--- src/rtl/fifo_sr_pkg.sv ---
// Shared definitions for the fifo_sr family: default widths, the delivered-word
// counter type and the occupancy type of the default-depth drain buffer.
package fifo_sr_pkg;

  localparam int unsigned W_DEF   = 32;
  localparam int unsigned D_DEF   = 2;
  localparam int unsigned COUNT_W = 32;

  typedef logic [COUNT_W-1:0] count_t;

  localparam int unsigned OCC_W_DEF = $clog2(D_DEF) + 1;
  typedef logic [OCC_W_DEF-1:0] occ_t;

endpackage

--- src/rtl/fifo_sr_drain_buf.sv ---
// D-entry circular buffer feeding the registered output stream of fifo_sr_drain.
// The head word and its valid flag are registered, computed from next state.
module fifo_sr_drain_buf
  import fifo_sr_pkg::*;
#(
  parameter int unsigned W = W_DEF,
  parameter int unsigned D = D_DEF
) (
  input  logic               clk,
  input  logic               rst_n,
  input  logic               push_i,
  input  logic [W-1:0]       push_data_i,
  input  logic               take_i,
  input  logic               flush_i,
  output logic               valid_o,
  output logic [W-1:0]       data_o,
  output logic [$clog2(D):0] cnt_o
);

  localparam int unsigned PTR_W = $clog2(D);

  logic [W-1:0]     mem_q [D];
  logic [W-1:0]     mem_d [D];
  logic [PTR_W-1:0] wr_ptr_q, wr_ptr_d;
  logic [PTR_W-1:0] rd_ptr_q, rd_ptr_d;
  logic [PTR_W:0]   cnt_q, cnt_d;
  logic             valid_q, valid_d;
  logic [W-1:0]     data_q, data_d;

  // Next-state: storage, wrapping pointers, occupancy and the next head word.
  always_comb begin
    mem_d    = mem_q;
    wr_ptr_d = wr_ptr_q;
    rd_ptr_d = rd_ptr_q;
    cnt_d    = cnt_q;
    if (flush_i) begin
      wr_ptr_d = '0;
      rd_ptr_d = '0;
      cnt_d    = '0;
    end else begin
      if (push_i) begin
        mem_d[wr_ptr_q] = push_data_i;
        wr_ptr_d        = wr_ptr_q + 1'b1;
      end
      if (take_i) begin
        rd_ptr_d = rd_ptr_q + 1'b1;
      end
      case ({push_i, take_i})
        2'b10:   cnt_d = cnt_q + 1'b1;
        2'b01:   cnt_d = cnt_q - 1'b1;
        default: cnt_d = cnt_q;
      endcase
    end
    valid_d = (cnt_d != '0);
    // An empty buffer keeps the last word visible so out_data never glitches.
    data_d  = valid_d ? mem_d[rd_ptr_d] : data_q;
  end

  always_ff @(posedge clk or negedge rst_n) begin
    if (!rst_n) begin
      for (int i = 0; i < int'(D); i++) begin
        mem_q[i] <= '0;
      end
      wr_ptr_q <= '0;
      rd_ptr_q <= '0;
      cnt_q    <= '0;
      valid_q  <= 1'b0;
      data_q   <= '0;
    end else begin
      mem_q    <= mem_d;
      wr_ptr_q <= wr_ptr_d;
      rd_ptr_q <= rd_ptr_d;
      cnt_q    <= cnt_d;
      valid_q  <= valid_d;
      data_q   <= data_d;
    end
  end

  assign valid_o = valid_q;
  assign data_o  = data_q;
  assign cnt_o   = cnt_q;

endmodule

--- src/rtl/fifo_sr_drain.sv ---
// Read-side master for fifo_sr: pops whenever the output buffer can take a word,
// presents words on a registered valid/ready stream, counts deliveries, flags errors.
module fifo_sr_drain
  import fifo_sr_pkg::*;
#(
  parameter int unsigned W         = W_DEF,
  parameter int unsigned D         = D_DEF,
  parameter count_t      COUNT_RST = '0
) (
  input  logic         clk,
  input  logic         rst_n,
  input  logic         fifo_empty_r,
  output logic         fifo_pop,
  input  logic [W-1:0] fifo_pop_data,
  input  logic         fifo_pop_data_valid_r,
  input  logic         flush,
  output logic         out_valid,
  output logic [W-1:0] out_data,
  input  logic         out_ready,
  output count_t       out_count_r,
  output logic         err_r
);

  localparam int unsigned OCC_W = $clog2(D) + 1;
  typedef logic [OCC_W-1:0] occ_w_t;
  localparam occ_w_t D_OCC = occ_w_t'(D);

  occ_w_t cnt_s;
  logic   xfer_s;
  logic   pop_d1_q, pop_d1_d;
  logic   err_q, err_d;
  count_t count_q, count_d;

  assign xfer_s = out_valid && out_ready;

  // A full buffer may still pop when its head leaves in the same cycle.
  assign fifo_pop = rst_n && !fifo_empty_r && !flush &&
                    ((cnt_s < D_OCC) || xfer_s);

  fifo_sr_drain_buf #(
    .W (W),
    .D (D)
  ) u_buf (
    .clk         (clk),
    .rst_n       (rst_n),
    .push_i      (fifo_pop),
    .push_data_i (fifo_pop_data),
    .take_i      (xfer_s),
    .flush_i     (flush),
    .valid_o     (out_valid),
    .data_o      (out_data),
    .cnt_o       (cnt_s)
  );

  always_comb begin
    pop_d1_d = fifo_pop;
    err_d    = err_q | (fifo_pop_data_valid_r != pop_d1_q);
    count_d  = xfer_s ? count_q + 1'b1 : count_q;
  end

  always_ff @(posedge clk or negedge rst_n) begin
    if (!rst_n) begin
      pop_d1_q <= 1'b0;
      err_q    <= 1'b0;
      count_q  <= COUNT_RST;
    end else begin
      pop_d1_q <= pop_d1_d;
      err_q    <= err_d;
      count_q  <= count_d;
    end
  end

  assign out_count_r = count_q;
  assign err_r       = err_q;

endmodule

--- config.mk ---
export PLATFORM = sky130hd
export DESIGN_NAME = fifo_sr_drain
export DESIGN_NICKNAME = d
export VERILOG_FILES = /design/src/rtl/fifo_sr_pkg.sv /design/src/rtl/fifo_sr_drain_buf.sv /design/src/rtl/fifo_sr_drain.sv
export SDC_FILE = /design/constraint.sdc
export NUM_CORES = 1
export LEC_CHECK = 0
export CAP_MARGIN = 0
export CORE_MARGIN = 2
export CORE_UTILIZATION = 30
export DETAILED_ROUTE_END_ITERATION = 10
export PLACE_DENSITY = 0.56
export SLEW_MARGIN = 5
export SYNTH_ARGS = -nofsm -noshare
export SYNTH_HDL_FRONTEND = slang
export SYNTH_SLANG_ARGS = --single-unit
--- constraint.sdc ---
create_clock -name clk -period 6.8 [get_ports clk]
set_clock_uncertainty 0.15 [all_clocks]
set_input_delay 1.36 -clock clk [delete_from_list [all_inputs] [get_ports clk]]
set_output_delay 1.36 -clock clk [all_outputs]
set_load 0.01 [all_outputs]
; Word-level counts from Yosys, hierarchy flattened
; Cells that the tools add are included.
; Widths: inputs -> output; s select.
[totals]
regBits = 135
inputBits = 38
out_inout_bits = 67
elab_cells = 49
[op_classes]
add_sub_neg = 5
n_lt_le_gt_ge = 4
eq_ne = 3
n_mux = 14
bitwise = 3
n_reduce_logical = 10
[op_table]
columns = operator, count
row1 = $mux 32, 4
row2 = $mux 64, 2
row3 = $bwmux 64, 1
row4 = $add 32x1->32 const B, 1
row5 = $demux 32 s1, 1
row6 = $logic_and 1x1->1, 5
row7 = $ge 2x2->1 const B, 2
row8 = $mux 1, 4
row9 = $not 1->2, 2
row10 = $pmux 2 s2, 1
row11 = $reduce_bool 2->1, 2
row12 = $add 1x1->1 const B, 2
row13 = $add 2x1->2 const B, 1
row14 = $eq 2x1->1 const B, 1
row15 = $eq 2x2->1 const B, 1
row16 = $logic_not 1->1, 2
row17 = $lt 2x1->1 const B, 1
row18 = $lt 2x2->1 const B, 1
row19 = $mux 2, 1
row20 = $sub 2x1->2 const B, 1
row21 = $logic_or 1x1->1, 1
row22 = $ne 1x1->1, 1
row23 = $or 1x1->1, 1

; Longest topological paths before layout
; Gate-level depths: netlist of run 1.
[depth]
word_depth = 11
depth_mapped = 9
ltp_nobuf = 8

; Modules after synthesis
; A second synthesis of run 1 with hierarchy kept.
[hier_totals]
cells_unflattened = 435
hier_area_um2 = 5939.4
[by_module_without_submodules]
columns = module, n_inst, cells_each, area_per_inst_um2, seq_area_each_um2
row1 = fifo_sr_drain_buf, 1, 293, 4376.7, 2527.4
row2 = fifo_sr_drain, 1, 142, 1562.7, 850.8

; Least setup slack after synthesis of run 1
; Ideal clock, no wire load.
[synth_path]
path_type = input-to-reg
from = input port flush
to = register u_buf.data_q[0] (netlist: u_buf.data_o[0])
setup_time_ns = 0.142
t_arrival_ns = 3.417
required_ns = 6.508
setup_slack_ns = 3.091
stages = 8
path_buffers = 1
path_cell_list = nand2b_1 > or3_1 > ha_1 > or4bb_1 > nand4b_1 > a21o_1 > clkbuf_1 > o221ai_1
[synth_between]
elab_chain_len = 8
word_cells_on_any_way = 15
cone_classes = eq/ne: 2 / mux: 8 / bitwise: 1 / reduce/logical: 4
[synth_rtl]
columns = element, line
row1 = "start, declared", fifo_sr_drain.sv:16  ; input logic flush,
row2 = $logic_not 1->1, fifo_sr_drain.sv:37  ; assign fifo_pop = rst_n && !fifo_empty_r && !flush &&
row3 = $logic_and 1x1->1 (2 in a row), fifo_sr_drain.sv:37
row4 = $mux 64, fifo_sr_drain_buf.sv:41  ; if (push_i) begin
row5 = $mux 64, fifo_sr_drain_buf.sv:36  ; if (flush_i) begin
row6 = $mux 32 (not written as such) (3 in a row), fifo_sr_drain_buf.sv:56  ; data_d = valid_d ? mem_d[rd_ptr_d] : data_q;
row7 = "end signal, assigned", fifo_sr_drain_buf.sv:75  ; data_q <= data_d;
row8 = "end, declared", fifo_sr_drain_buf.sv:28  ; logic [W-1:0] data_q, data_d;
; Several ways; a longest one is shown, not always the timed one. The select of a mux whose other input is x is not followed.
; A chain may end at the register's enable or synchronous reset.

; Worst setup path in the final report of run 1
[layout_path]
from = input port flush
to = output port fifo_pop
[layout_between]
elab_chain_len = 3
[layout_rtl]
columns = element, line
row1 = $logic_not 1->1, fifo_sr_drain.sv:37
row2 = $logic_and 1x1->1 (2 in a row), fifo_sr_drain.sv:37
row3 = "end, declared", fifo_sr_drain.sv:13  ; output logic fifo_pop,
; No other way between the ends.

==> results.md, run 1 <==
- Status: finished, final reports clean
- Synth Net Count: slightly above 500
- Worst-path clk slew: 0.05 ns
- Post-synthesis register bit count: 135
- Max Clk Rate: between 200 and 250 MHz
- Worst reg2reg startpoint: u_buf.cnt_o[1]
- Commonest non-fill, non-tap cell in the layout: dfrtp_1
- Die Wd: 145.2 um
- Synth Instances: about 480
- CP arrival: 3.21 ns
- Crit path to: fifo_pop
- Worst Hold Class: reg2reg
- # hold bufs at CTS: 0
- Final wirelength: between 10000 and 15000 um
- Wl on met1: approximately 6500 um
- DRT Pass-1 Iters: 5
- Worst Tran Pin Value: 1.030 ns
- CP Launch Type: primary input
- Endpoints failing hold: 0
- CP endpoint kind: output pin
- 1st-iter DRT viols: 173
- Fraction of registers with async set/reset: 100.0%
- Most used flip-flop cell after synthesis: dfrtp_1
- Largest net degree at the start of global routing: 75
- Num CTS Buffers: 17
- Core Area: 0.01953 mm2
- Final Cycle Share: a little over two thirds
- Worst-case vdd ir drop: roughly 0.24 mV
- Share of the synthesized area in the top cell type: between 50% and 60%
- Rel. slew slack: between 30% and 40%
- Leakage power: 3.453 nW
- Layout cells sized above 1: a little under a fifth
- Max-cap violations: 0
- Vias: between 4000 and 5000
- Placer Congestion: 0.7445
- Rows: between 50 and 60
- First-pass GRT wire length: about 24000 um
- Nets: 621
- Root buffer cell: clkbuf_16
- Routed met2 length: 6889 um
- Post-DR vias/cell: between 4 and 5
- Crit path buffers/inverters: 3
- PD cells: 343.0 mW/mm2
- Antenna-violating nets left: 0
- FF-to-FF End: u_buf.data_o[1]
- Unrepaired setup endpoints after global routing: no
- Area of the die: 0.02107 mm2
- Port bufs: about 100
- Synth Area per Inst: between 10 and 15 um2
- Req. time, crit path: around 5.3 ns
- Most numerous cell on the critical path: clkdlybuf4s50_1
- Post-synthesis sequential area ratio: roughly 57%
- Initial antenna violation count: 0
- Setup CP Type: in2out
- Clock Sink Count: between 100 and 150
- Maximum root-to-sink buffer count: 2
- Crit-path slowest cell: clkdlybuf4s50_1
- TNS Setup: 0 ns
- CP Launch Point: flush
- Yosys warning count: 0
- H-tree depth: 4
- Slew Limit Fails: 0
- Ports: approximately 110
- Crit path cell chain: clkdlybuf4s50_1 > nand2b_1 > or3_1 > inv_2 > clkdlybuf4s50_1
- Clock Latency Late Sink: between 0.4 and 0.5 ns
- DR DRC count: 0
- FF-to-FF setup slack: 3.19 ns
- WL met3: around 690 um
- Worst path max stage delay: roughly 0.57 ns
- Most area-consuming cells after synthesis: dfrtp_1 57%, mux2_2 11%, mux2i_1 5.4%, o221ai_1 4.5%, xor2_1 2.9%
- Largest area contributor in the netlist: dfrtp_1
- Largest delay share family, worst path: buffers and inverters
- Post_cts resized: 0
- Crit path depth: 5
- Diodes inserted: 0
- Highest routed layer: met4
- Crit path time final: 4.719 ns
- Fill cells: around 1900
- Vias in the first global route: between 4000 and 5000
- Global route overflow: 0
- Area grow syn2layout: 31.06%
- Wire length per cell: between 15 and 20 um
- Reg2Reg Depth: 9
- CP max FO: 8
- Finished Core Util: between 40 and 50%
- Mapped Area: approximately 0.0060 mm2
- CTS tree: built
- Commonest cells after routing, fill and taps aside: 135 x dfrtp_1, 103 x clkdlybuf4s50_1, 61 x mux2_2, 44 x nand2_1, 35 x inv_1
- Postcts setup bufs: 0
- Netlist cell types: 43
- HPWL Detailed: slightly above 9000 um
- Post-synth EDFFs: 0
- # setup viols final: 0
- Starting Density: 30.62%
- Die Y: 145.2 um
- Gr usage total: 14.22%
==> flip-flops by register name, summed over array words and instances, names as in the netlist <==
name and flops:
u_buf.mem_q 64, out_count_r 32, u_buf.data_o 32, u_buf.cnt_o 2, err_r 1, pop_d1_q 1
u_buf.rd_ptr_q 1, u_buf.valid_o 1, u_buf.wr_ptr_q 1
==> power by group <==
group / internal, mW / switching, mW / leakage [nW]
clock network: 0.547 / 0.334 / 0.271
logic: 0.376 / 0.270 / 1.48
registers: 1.02 / 0.141 / 1.70
==> through the flow <==
stage / total power [mW] / std cells / hold WS [ns] / worst slack [ns] / area (um2)
detailed placement: 1.824 / 827 / 0.3123 / 1.655 / 7277
CTS: 2.720 / 858 / 0.3282 / 2.081 / 7835
finish: 2.687 / 858 / 0.3184 / 2.081 / 7835
global placement: 1.797 / 827 / 0.3059 / 1.752 / 7277
global route: 2.844 / 858 / 0.3556 / 1.896 / 7835
floorplan: 1.458 / 478 / 0.3135 / 3.091 / 5978
==> cells in the mapped netlist (all sizes together) (2+ instances only) <==
cell / n
or3: 3
inv: 36
clkbuf: 10
o221ai: 31
nand2b: 4
mux2i: 32
a21oi: 2
nor4: 9
mux2: 65
ha: 2
nand2: 45
or4bb: 2
nor3: 8
nand3: 15
nor2: 6
xor2: 20
buf: 15
and3: 4
and4: 2
dfrtp: 135
nand4: 4
xnor2: 14
o21ai: 2
==> cell families after synthesis <==
kind of cell,Yosys count,share of synthesized area [%]
AND/OR/NAND/NOR,109,10.28
flip-flops,135,56.51
multiplexers,97,17.60
AO/OA/AOI/OAI,39,5.484
buffers and inverters,61,4.353
XOR/XNOR,35,5.358
adder cells (fa/ha/maj),2,0.4185
==> worst register-to-register path: stages (launching register included) <==
cell	delay [ns]
dfrtp_1	0.42
a21boi_1	0.14
or3_1	0.39
ha_1	0.38
or4bb_1	0.50
nand4b_1	0.11
buf_4	0.36
a21o_1	0.50
buf_4	0.36
o221ai_1	0.16
==> routing by layer <==
layer  vias to the layer above  track usage (%)
li1                       1880                -
met1                      2098            18.26
met2                        92            23.57
met3                        15            4.151
met4                         0            3.775
met5                         -                0
==> area by class of cell <==
class / count / area [um2] / share of cell area, %
sequential: 135 / 3378 / 43.12
tap: 265 / 331.6 / 4.232
clock inverter: 8 / 100.1 / 1.278
clock buffer: 23 / 457.9 / 5.845
timing repair buffer: 109 / 1080 / 13.78
multi-input combinational: 282 / 2352 / 30.02
inverter: 36 / 135.1 / 1.725
==> worst min path at each step <==
stage | from | endpoint | cells after the start | slack (ns)
2_1_floorplan | u_buf.mem_q[62] | u_buf.mem_q[62] | 1 | 0.31
3_3_place_gp | err_r | err_r | 1 | 0.31
3_5_place_dp | err_r | err_r | 1 | 0.31
4_1_cts | err_r | err_r | 1 | 0.33
5_1_grt | err_r | err_r | 1 | 0.36
6_report | out_count_r[31] | out_count_r[31] | 1 | 0.32
No activity file was read; power rests on OpenSTA's default activity.
==> run 2, diff against run 1 <==
==> constraint.sdc (replaced) <==
create_clock -name clk -period 4.8 [get_ports clk]
set_clock_uncertainty 0.15 [all_clocks]
set_input_delay 0.96 -clock clk [delete_from_list [all_inputs] [get_ports clk]]
set_output_delay 0.96 -clock clk [all_outputs]
set_load 0.01 [all_outputs]
==> results.md, run 2 (synthesized netlist as in run 1, its figures left out) <==
- Most flops, register: u_buf.mem_q
- Largest net degree at the start of global routing: between 70 and 80
- # hold bufs at CTS: 0
- Endpoints failing hold: 0
- Worst path max stage delay: between 0.5 and 0.6 ns
- First-pass GRT wire length: ~24000 um
- Die Wd: ~150 um
- CTS tree: built
- Post_cts resized: 0
- Max reg flops: 64
- Commonest non-fill, non-tap cell in the layout: dfrtp_1
- Clock Sink Count: roughly 140
- Crit path cell chain: clkdlybuf4s50_1 > nand2b_1 > or3_1 > inv_2 > clkdlybuf4s50_1
- Placer Congestion: between 0.7 and 0.8
- Most numerous cell on the critical path: clkdlybuf4s50_1
- Net Sw Frac: 26.89%
- Global route overflow: 0
- Reg2Reg Depth: 9
- # setup viols final: 0
- Worst-case vdd ir drop: 0.2897 mV
- Slew Limit Fails: 0
- Final wirelength: approximately 14000 um
- Crit path time final: 3.911 ns
- Area grow syn2layout: 33.34%
- Initial antenna violation count: 0
- Area occupied by registers: between 0.003 and 0.004 mm2
- Gate power share: between 20% and 30%
- Worst Hold Class: reg2reg
- Vias: ~4000
- Unrepaired setup endpoints after global routing: no
- Max Clk Rate: 255.7 MHz
- Crit path buffers/inverters: 3
- Area of the die: 0.02107 mm2
- Leakage power: between 3 and 4 nW
- Placement Cell Area: about 0.0073 mm2
- Min-Delay Path Depth: 1
- Clock network power share: a little over a third
- FF-to-FF setup slack: around 1.6 ns
- Postcts setup bufs: 0
- CP Launch Type: primary input
- Fin area: around 0.0080 mm2
- Diodes inserted: 0
- Post-DR vias/cell: approximately 4.7
- Port bufs: 104
- Die Y: around 150 um
- Worst Hold Launch: out_count_r[31]
- Num CTS Buffers: 17
- CP endpoint kind: output pin
- DR DRC count: 0
- H-tree depth: 4
- Maximum root-to-sink buffer count: 2
- Rel. slew slack: roughly 33%
- Worst hold-check slack: between 0.3 and 0.4 ns
- Largest delay share family, worst path: buffers and inverters
- 1st-iter DRT viols: ~150
- Nets: 623
- Status: finished, final reports clean
- Vias in the first global route: between 4000 and 5000
- Sequential share of power: about two fifths
- Worst Tran Pin Value: 1.006 ns
- Area of the multi-input gates: approximately 0.0024 mm2
- HPWL Detailed: roughly 9400 um
- DRT Pass-1 Iters: 4
- Rows: slightly above 50
- Clock Latency Late Sink: 0.42 ns
- Worst-path clk slew: 0.06 ns
- CP max FO: 8
- Fill cells: 1846
- CP arrival: between 2 and 3 ns
- Setup CP Type: in2out
- Wire length per cell: 16.70 um
- Final Cycle Share: 81.48%
- Hold endpoint: out_count_r[31]
- Crit-path slowest cell: clkdlybuf4s50_1
- Commonest cells after routing, fill and taps aside: 135 x dfrtp_1, 103 x clkdlybuf4s50_1, 61 x mux2_2, 44 x nand2_1, 35 x inv_1
- Layout cells sized above 1: 19.63%
- Antenna-violating nets left: 0
- Ports: between 100 and 150
- Root buffer cell: clkbuf_16
- FF-to-FF End: u_buf.data_o[4]
- PD cells: between 500 and 600 mW/mm2
- Net Sw Power: roughly 1.1 mW
- Req. time, crit path: roughly 3.7 ns
- Gr usage total: roughly 14%
- Max-cap violations: 0
- Worst reg2reg startpoint: u_buf.valid_o
- Core Area: approximately 0.020 mm2
- Pwr Total: ~4 mW
- Pint: between 2 and 3 mW
- TNS Setup: 0 ns
- Starting Density: a little under a third
## run 2: worst max path at each step
stage | startpoint | end | slack [ns] | cells past startpoint
after floorplan | flush | u_buf.data_o[0] | 1.49 | 8
after global placement | flush | u_buf.data_o[2] | 0.62 | 10
after detailed placement | flush | u_buf.data_o[17] | 0.55 | 10
after CTS | flush | fifo_pop | 0.89 | 5
after global routing | flush | u_buf.data_o[4] | 0.77 | 10
final | flush | fifo_pop | 0.89 | 5
## run 2: area by class of cell
class,count,share of cell area (%)
Tap cell,265,4.159
Sequential cell,135,42.38
Multi-Input combinational cell,282,29.51
Clock inverter,12,2.480
Inverter,36,1.695
Timing Repair Buffer,111,14.05
Clock buffer,20,5.729
## run 2: metal layers
metal | wire length [um] | part of all wire [%] | track usage, % | vias to the layer above
li1 | - | - | - | 1883
met1 | 6389 | 44 | 17.33 | 2074
met2 | 7003 | 49 | 24.17 | 93
met3 | 801 | 5.6 | 4.623 | 14
met4 | 182 | 1.3 | 4.510 | 0
met5 | 0 | 0 | 0 | -
## run 2: per-stage QoR
step / util (%) / std cells / setup slack (ns)
6_report: 40.82 / 861 / 0.8889
3_3_place_gp: 37.47 / 829 / 0.6206
2_1_floorplan: - / 478 / 1.491
5_1_grt: 40.82 / 861 / 0.7706
4_1_cts: 40.82 / 861 / 0.8907
3_5_place_dp: 37.47 / 829 / 0.5531
## run 2: worst register-to-register path, delay by kind of cell (launching register included)
kind	cells	cell delay [ns]
AOI/OAI and AO/OA	2	0.25
adders and majority gates	1	0.38
buffers and inverters	2	0.35
DFF	1	0.46
and+or+nand+nor	4	1.45
## run 2: power by group through the flow
stage          Combinational (mW)  Clock, mW  Sequential, mW
2_1_floorplan               0.396          0            1.67
6_report                    0.927       1.45            1.64
4_1_cts                     0.945       1.48            1.64
3_3_place_gp                0.907          0            1.64
3_5_place_dp                0.941          0            1.65
5_1_grt                      1.01       1.54            1.67
==> run 3, diff against run 2 <==
--- a/config.mk
+++ b/config.mk
@@ -9,7 +9,7 @@
 export CORE_MARGIN = 2
 export CORE_UTILIZATION = 30
 export DETAILED_ROUTE_END_ITERATION = 10
-export PLACE_DENSITY = 0.56
+export PLACE_DENSITY = 0.58
 export SLEW_MARGIN = 5
 export SYNTH_ARGS = -nofsm -noshare
 export SYNTH_HDL_FRONTEND = slang
==> constraint.sdc (replaced) <==
create_clock -name clk -period 3.23 [get_ports clk]
set_clock_uncertainty 0.15 [all_clocks]
set_input_delay 0.646 -clock clk [delete_from_list [all_inputs] [get_ports clk]]
set_output_delay 0.646 -clock clk [all_outputs]
set_load 0.01 [all_outputs]
==> results.md, run 3 (synthesized netlist as in run 1, its figures left out) <==
- Status: finished, final reports clean
- Final Cycle Share: between 90% and 100%
- Ports: 105
- Post-DR vias/cell: about 4.7
- Worst-case vdd ir drop: between 0.4 and 0.5 mV
- Fill cells: about 1800
- Core Area: 0.01953 mm2
- Vias in the first global route: around 4400
- Max Clk Rate: 317.6 MHz
- Most numerous cell on the critical path: clkdlybuf4s50_1
- CP Launch Type: primary input
- Num CTS Buffers: 17
- Area of the die: between 0.02 and 0.025 mm2
- Gr usage total: roughly 14%
- Post_cts resized: 0
- Die Y: approximately 150 um
- Vias: between 4000 and 5000
- Req. time, crit path: around 2.4 ns
- # hold bufs at CTS: 0
- Crit-path slowest cell: clkdlybuf4s50_1
- Port bufs: between 100 and 150
- 1st-iter DRT viols: around 150
- Worst Tran Pin Value: approximately 1.1 ns
- Nets: 636
- Layout cells sized above 1: 21.38%
- Initial antenna violation count: 0
- Worst path max stage delay: 0.54 ns
- Commonest cells after routing, fill and taps aside: 135 x dfrtp_1, 103 x clkdlybuf4s50_1, 61 x mux2_2, 44 x nand2_1, 35 x inv_1
- FF-to-FF setup slack: ~0.43 ns
- CP max FO: 2
- Area grow syn2layout: 34.87%
- DRT Pass-1 Iters: 4
- Largest net degree at the start of global routing: between 80 and 90
- Final wirelength: 14100 um
- Most flops, register: u_buf.mem_q
- Postcts setup bufs: 0
- Commonest non-fill, non-tap cell in the layout: dfrtp_1
- HPWL Detailed: about 9200 um
- Unrepaired setup endpoints after global routing: no
- Die Wd: 145.2 um
- Slew Limit Fails: 0
- Leakage power: 3.578 nW
- Antenna-violating nets left: 0
- CP arrival: approximately 2.4 ns
- First-pass GRT wire length: between 20000 and 25000 um
- Maximum root-to-sink buffer count: 2
- PD cells: between 700 and 800 mW/mm2
- Max reg flops: 64
- Worst Hold Class: in2async
- Starting Density: 30.62%
- DR DRC count: 0
- Worst setup margin: between 0.08 and 0.09 ns
- CP endpoint kind: output pin
- Clock Sink Count: 135
- Wire length per cell: 16.15 um
- CTS tree: built
- Global route overflow: 0
- Clock Latency Late Sink: ~0.41 ns
- H-tree depth: 4
- Worst hold-check slack: 0.2006 ns
- Setup CP Type: in2out
- Crit path cell chain: clkdlybuf4s50_1 > a21boi_1 > or3_1 > buf_4 > inv_2 > clkdlybuf4s50_1
- Root buffer cell: clkbuf_16
- Pre-CTS setup slack: -0.2588 ns
- Crit path time final: ~3.1 ns
- Rows: 51
- Diodes inserted: 0
- Placer Congestion: 0.7604
- Worst-path clk slew: 0.06 ns
- Endpoints failing hold: 0
- Rel. slew slack: 26.10%
- Max-cap violations: 0
- # setup viols final: 0
run 3: cell types whose count changed in the layout (fill, tap and decap cells not counted), moves of 3 or more:
cell       previous run  this run
buf_12                2         6
bufinv_16             5         2
buf_4                 5        14
clkbuf_8              2         5
run 3: worst max-delay path: cells and delay by family:
kind	cells	cell delay, ns
AO/OA/AOI/OAI	1	0.07
AND/OR/NAND/NOR	1	0.38
buffers and inverters	4	1.25
run 3: metrics by stage:
step	TNS, ns	power (mW)	util (%)	cells	instance area [um2]
final	0	5.734	41.29	873	8063
after global routing	0	6.074	41.29	873	8063
after CTS	0	5.818	41.29	873	8063
after detailed placement	-7.561	3.844	38.25	842	7470
after global placement	-5.523	3.786	38.25	842	7470
after floorplan	0	3.069	-	478	5978
run 3: path summary, 6_finish.rpt:
kind | end | from | cells past startpoint
min in group clk | err_r | err_r | 1
hold / removal | out_count_r[7] | rst_n | 2
hold reg to reg | err_r | err_r | 1
max in group asynchronous | u_buf.data_o[16] | rst_n | 3
setup reg to reg | u_buf.data_o[5] | u_buf.cnt_o[1] | 9
setup / recovery | fifo_pop | out_ready | 6
run 3: cell type report:
cell class	instances	area [um2]	share of cell area, %
multi-input cells	282	2357	29.24
inverters	36	135.1	1.676
repair buffers	124	1267	15.72
well taps	265	331.6	4.112
clock inverters	8	95.09	1.179
flip-flops and latches	135	3378	41.90
clock buffers	23	498.0	6.176
run 3: metal layers:
metal	global-route usage [%]	part of all wire, %	wire, um
met1	18.00	46	6535
met3	4.560	4.7	657
met5	0	0	0
met2	22.60	48	6772
met4	3.873	0.96	136
run 3: power by group:
| part | switching (mW) | internal [mW] | total (mW) |
|---|---|---|---|
| clock | 0.702 | 1.23 | 1.93 |
| sequential | 0.268 | 2.15 | 2.41 |
| combinational | 0.569 | 0.818 | 1.39 |
| total | 1.54 | 4.19 | 5.73 |
